===== src/rtl/debounce_pkg.sv =====
// Shared debounce definitions: FSM state encoding and the 1 ms default hold
// time at 50 MHz.
package debounce_pkg;

   typedef enum logic {
      DB_IDLE  = 1'b0,
      DB_COUNT = 1'b1
   } db_state_e;

   localparam int DB_STABLE_CNT_1MS = 50000;

endpackage


===== src/rtl/debounce_sync_2ff.sv =====
// sync_2ff: two-flop synchroniser bringing one asynchronous bit into clk.
// Reusable wherever a single-bit crossing is needed.
module sync_2ff #(
   parameter logic RST_VAL = 1'b0
) (
   input  logic clk,
   input  logic rst,
   input  logic d,
   output logic q
);

   logic s1_q;
   logic s_q;

   always_ff @(posedge clk) begin
      if (rst) begin
         s1_q <= RST_VAL;
         s_q  <= RST_VAL;
      end else begin
         s1_q <= d;
         s_q  <= s1_q;
      end
   end

   assign q = s_q;

endmodule


===== src/rtl/debounce.sv =====
// debounce: synchronises din, then publishes a new level only after it has held
// for STABLE_CNT cycles. Define DEBOUNCE_EDGE_EN to add rise/fall pulse outputs.
module debounce
   import debounce_pkg::*;
#(
   parameter int   STABLE_CNT = DB_STABLE_CNT_1MS,
   parameter int   CNT_W      = 16,
   parameter logic RST_VAL    = 1'b0
) (
   input  logic clk,
   input  logic rst,
   input  logic din,
   output logic dout,
   output logic busy
`ifdef DEBOUNCE_EDGE_EN
   ,
   output logic rise,
   output logic fall
`endif
);

   localparam logic [CNT_W-1:0] CNT_LAST = CNT_W'(STABLE_CNT - 1);

   if (STABLE_CNT < 2) begin : g_bad_stable_cnt
      $error("debounce: STABLE_CNT must be at least 2");
   end
   if ($clog2(STABLE_CNT) > CNT_W) begin : g_bad_cnt_w
      $error("debounce: CNT_W too narrow to hold STABLE_CNT-1");
   end

   logic             s;
   db_state_e        state_q, state_d;
   logic [CNT_W-1:0] cnt_q, cnt_d;
   logic             dout_q, dout_d;

   sync_2ff #(
      .RST_VAL (RST_VAL)
   ) u_sync (
      .clk (clk),
      .rst (rst),
      .d   (din),
      .q   (s)
   );

   always_ff @(posedge clk) begin
      if (rst) begin
         state_q <= DB_IDLE;
         cnt_q   <= '0;
         dout_q  <= RST_VAL;
      end else begin
         state_q <= state_d;
         cnt_q   <= cnt_d;
         dout_q  <= dout_d;
      end
   end

   // Any sample that matches dout again throws the partial count away.
   always_comb begin
      state_d = state_q;
      cnt_d   = cnt_q;
      dout_d  = dout_q;
      case (state_q)
         DB_IDLE: begin
            if (s != dout_q) begin
               state_d = DB_COUNT;
               cnt_d   = CNT_W'(1);
            end else begin
               cnt_d   = '0;
            end
         end
         DB_COUNT: begin
            if (s == dout_q) begin
               state_d = DB_IDLE;
               cnt_d   = '0;
            end else if (cnt_q == CNT_LAST) begin
               dout_d  = s;
               state_d = DB_IDLE;
               cnt_d   = '0;
            end else begin
               cnt_d   = cnt_q + CNT_W'(1);
            end
         end
         default: begin
            state_d = DB_IDLE;
            cnt_d   = '0;
         end
      endcase
   end

   assign dout = dout_q;
   assign busy = (state_q == DB_COUNT);

`ifdef DEBOUNCE_EDGE_EN
   logic rise_q;
   logic fall_q;

   // Pulses are loaded on the same edge that loads the new dout.
   always_ff @(posedge clk) begin
      if (rst) begin
         rise_q <= 1'b0;
         fall_q <= 1'b0;
      end else begin
         rise_q <= dout_d & ~dout_q;
         fall_q <= ~dout_d & dout_q;
      end
   end

   assign rise = rise_q;
   assign fall = fall_q;
`endif

endmodule

===== config.mk =====
export PLATFORM = sky130hd
export DESIGN_NAME = debounce
export DESIGN_NICKNAME = d
export VERILOG_FILES = /design/src/rtl/debounce_pkg.sv /design/src/rtl/debounce_sync_2ff.sv /design/src/rtl/debounce.sv
export SDC_FILE = /design/constraint.sdc
export NUM_CORES = 1
export LEC_CHECK = 0
export CORE_UTILIZATION = 60
export CTS_BUF_LIST = sky130_fd_sc_hd__clkbuf_16
export CTS_CLUSTER_DIAMETER = 40
export CTS_CLUSTER_SIZE = 24
export DETAILED_ROUTE_END_ITERATION = 10
export PLACE_DENSITY = 0.76
export SLEW_MARGIN = 20
export SYNTH_ARGS = -nofsm -noshare
export SYNTH_HDL_FRONTEND = slang
export SYNTH_HIERARCHICAL = 1
export SYNTH_SLANG_ARGS = --single-unit

===== constraint.sdc =====
create_clock -name clk -period 2.9 [get_ports clk]
set_input_delay 0.58 -clock clk [delete_from_list [all_inputs] [get_ports clk]]
set_output_delay 0.58 -clock clk [all_outputs]
set_load 0.005 [all_outputs]

* After elaboration in Yosys (flattened, before gate mapping)
Index checks and enable logic that the tools add are counted.
** Word-level totals
- Register bits after elaboration :: 20
- Bits of input ports :: 3
- Output and inout port bits :: 2
- Logic and storage cells :: 20
** Operators by class
- Add/subtract/negate cells :: 1
- Equality and inequality tests :: 3
- Multiplexer cells :: 8
- Bitwise operators :: 2
- Reductions and logical operators :: 1
** Operator list (number)
- $mux 16 :: 2
- $pmux 16 s2 :: 1
- $add 16x1->16 const B :: 1
- $eq 16x16->1 const B :: 1
- $mux 1 :: 4
- $reduce_and 3->1 :: 1
- $not 1->1 :: 2
- $pmux 1 s2 :: 1
- $eq 1x1->1 :: 1
- $ne 1x1->1 :: 1

* Depth between registers and ports, before layout
- Depth after elaboration :: 4
- Mapped depth :: 6
- Depth with buffers taken out :: 5

* Modules after synthesis
Netlist, hierarchy kept.
** By module, submodules not included
- debounce :: times used 1, cells each 92, area each 834.6 um2
- sync_2ff :: times used 1, cells each 4, area each 52.6 um2

* Least setup slack after synthesis
Ideal clock, no wire load.
- Kind :: flip-flop to flip-flop
- Start :: register cnt_q[0]
- End :: register cnt_q[14]
- Setup time :: 0.068 ns
- Data arrival time :: 1.400 ns
- Required time :: 2.832 ns
- Path slack :: 1.433 ns
- Cell stages (with the launch flop) :: 5
- Path buffers :: 0
- Path through :: dfxtp_1 ha_1 nand4_1 or4_4 a21oi_2
** On the way
- Longest elaborated chain between the ends :: 4
- Elaborated cells on any way between the ends :: 5
- Classes of those cells :: add/sub: 1; eq/ne: 1; mux: 3
** Ends and longest elaborated chain
- start, declared :: RTL line debounce.sv:33 : logic [CNT_W-1:0] cnt_q, cnt_d;
- start signal, assigned :: RTL line debounce.sv:52 : cnt_q <= cnt_d;
- $add 16x1->16 or $eq 16x16->1 (tied branches) :: RTL line debounce.sv:80, debounce.sv:75
- $mux 16 (*) :: RTL line debounce.sv:75 : end else if (cnt_q == CNT_LAST) begin
- $mux 16 (*) :: RTL line debounce.sv:72 : if (s == dout_q) begin
- $pmux 16 s2 (*) :: RTL line debounce.sv:62 : case (state_q)
Mark *: on every way between the ends. The rest lies on a longest branch, timed or not.
A chain may end at the register's enable or synchronous reset.

* Worst setup path after layout
- Start :: register state_q, in the netlist busy
- End :: output busy
** RTL lines
- start, declared :: RTL line debounce.sv:32 : db_state_e state_q, state_d;
- start signal, assigned :: RTL line debounce.sv:51 : state_q <= state_d;
- end, declared :: RTL line debounce.sv:14 : output logic busy
No word-level cell between the ends.

==> results.toml <==
[place]
hpwl_mm = 1.11
placed_area_um2 = 941
place_ws_ns = 1.05
gp_congestion = 0.778
portBuffers = 4

[timing]
period_share = 0.596
setup_tns_ns = 0
max_freq_mhz = 579
whs_ns = 0.450
worst_pin_slew_ns = 0.440
skew_ns = 0.00304
setup_viol = 0
layout_setup_ws_ns = 1.17
hold_violations = 0
rsz0062_at_grt = "false"
slew-limit-headroom = 0.702
period_needed_ns = 1.73
report.final.slew_viol_count = 0

[synthesis]
synth-seq-area-share = 0.451
synthCells = 96
yosysTopAreaCell = "dfxtp_1"
synth.cell_area_um2 = 887
synth_cell_types = 25
synth_area_leaders = "dfxtp_1 45%, xnor2_1 9.9%, nor2_1 7.6%"
synth_top_area_frac = 0.451
ys_seq_elements = 20
synthesis.nets = 100
yosys_warnings = 6
syn_avg_cell_area_um2 = 9.24

[worst_setup_path]
crit_path_start_kind = "register"
worstSetupPathDepth = 1
worstSetupEndpointType = "output port"
crit_required_ns = 2.32
slowest_delay_ns = 0.52
path_max_fanout = 4
critPathTopFamily = "buffers and inverters"
reg2regPathDepth = 4
crit_chain = "clkdlybuf4s50_1"
critPathArrivalTime_ns = 1.15
crit_buf_inv = 1
worstSetupPathType = "register to output port"
crit_slowest_cell = "clkdlybuf4s50_1"

[clock_tree]
clkSinkCount = 20
cts_resized = 0
clk_pin_slew_worst_paths_ns = 0.05
ctsHoldBuffers = 0
numCtsBuffers = 3
root_buffer = "clkbuf_16"
post_cts_buffers = 0
htreeDepth = 1
cts_tree = "yes"
cts_buffer_depth = 2
clock_latency_ns = 0.25

[drt]
drc = 0
vias = 693
antenna_left = 0
wl_per_cell_um = 13.6
drt-total-wl_mm = 1.60
dr.pass1.iters = 4
drtIter0Drc = 16
viasPerCell = 5.87

[floorplan]
io_pins = 5
initial_utilization = 0.665
die_h_um = 40.5
die_x_um = 40.5
row_count = 13
die-area_mm2 = 0.00164
coreArea_mm2 = 0.00133

[global_route]
globalRouteTotalUtil = 0.240
antenna_found_initial = 0
grt_pass1_vias = 572
grt_pass1_wl_mm = 2.50
grt_max_degree = 16
grt_overflow = 0

[job]
maxCapViolCount = 0

[finish]
fin_util = 0.765
final_nets = 108
diodes = 0
seq_area_um2 = 400
layout-drive-gt1-share = 0.0680
multi_input_area_um2 = 474
area_growth_pct = 15.0
post-route-cell-area_mm2 = 0.00102
fillers = 103

[power]
p_leak_uw = 0.000313
ir_drop_mv = 0.372
p_int_uw = 465
p_sw_frac = 0.171
p_sw_uw = 95.6
power_density_mw_per_mm2 = 550
pwr-share-comb = 0.013
seqPwrFrac = 0.497
clkPwrFrac = 0.491

[outcome]
status = "finished, final reports clean"

[hold_path]
hold_path.class = "register to register"
min_delay_path_depth = 1
[flip-flops by register name (all words and copies together), names as in the netlist]
register     flops
busy             1
cnt_q           16
dout             1
u_sync/q         1
u_sync/s1_q      1
[final timing paths]
path | startpoint | to | slack, ns
worst max-delay path | busy | busy | 1.17
worst min-delay path | u_sync/s1_q | u_sync/q | 0.45
worst max register to register | cnt_q[0] | cnt_q[14] | 1.23
worst min register to register | u_sync/s1_q | u_sync/q | 0.45
[stage by stage]
| step | std cells | total power, µW |
|---|---|---|
| final | 118 | 561 |
| after floorplan | 96 | 287 |
| after global placement | 114 | 291 |
| after detailed placement | 114 | 292 |
| after global routing | 118 | 582 |
| after CTS | 118 | 568 |
[layer usage]
layer  track usage  vias to the layer above  wire length (µm)
met1         0.315                      310               774
met5             0                        -                 0
met4         0.125                        0                29
li1              -                      357                 -
met2         0.353                       22               717
met3        0.0667                        4                83
[placed cells by master (no fill, tap or decap), types with 3 or more instances in the layout]
cell type	count
dfxtp_1	20
nor2_1	18
xnor2_1	10
nand4_1	6
nand3_1	5
nand2_1	5
xor2_1	4
nor4_1	4
clkdlybuf4s50_1	4
and3_1	3
and4_1	3
clkbuf_16	3
[cell usage after synthesis, drive strengths merged]
cell type	number
inv	2
nand2	5
ha	1
a21oi	1
nand4	6
nor2b	2
nor3	2
and3	3
nor4b	1
nand3	5
xnor2	10
dfxtp	20
xor2	4
nand2b	1
mux2i	1
nor4	4
a211oi	1
nor4bb	1
o31ai	1
nor2	18
and4bb	1
and4	3
nand4b	1
buf	1
or4	1
[area by class of cell]
type,count,area share
clock buffers,3,0.0736
clock inverters,1,0.00368
inverters,2,0.00736
multi-input cells,73,0.465
flip-flops and latches,20,0.393
well taps,15,0.0184
repair buffers,4,0.0393
[power by group through the flow]
stage / clock network, µW / registers [µW] / logic, µW
2_1_floorplan: 0 / 284 / 2.94
3_3_place_gp: 0 / 284 / 7.11
3_5_place_dp: 0 / 284 / 7.20
4_1_cts: 282 / 278 / 7.21
5_1_grt: 296 / 278 / 7.65
6_report: 275 / 278 / 7.13
[cell families (layout without fill, tap and decap cells)]
group | count (synthesis) | in the layout | share of synthesized area
buffers and inverters | 3 | 10 | 0.0141
AND/OR/NAND/NOR | 54 | 54 | 0.344
XOR/XNOR | 14 | 14 | 0.138
flip-flops | 20 | 20 | 0.451
adder cells (fa/ha/maj) | 1 | 1 | 0.0141
multiplexers | 1 | 1 | 0.0113
AO/OA/AOI/OAI | 3 | 3 | 0.0268
Note: power is estimated with default switching activity, not from simulation.
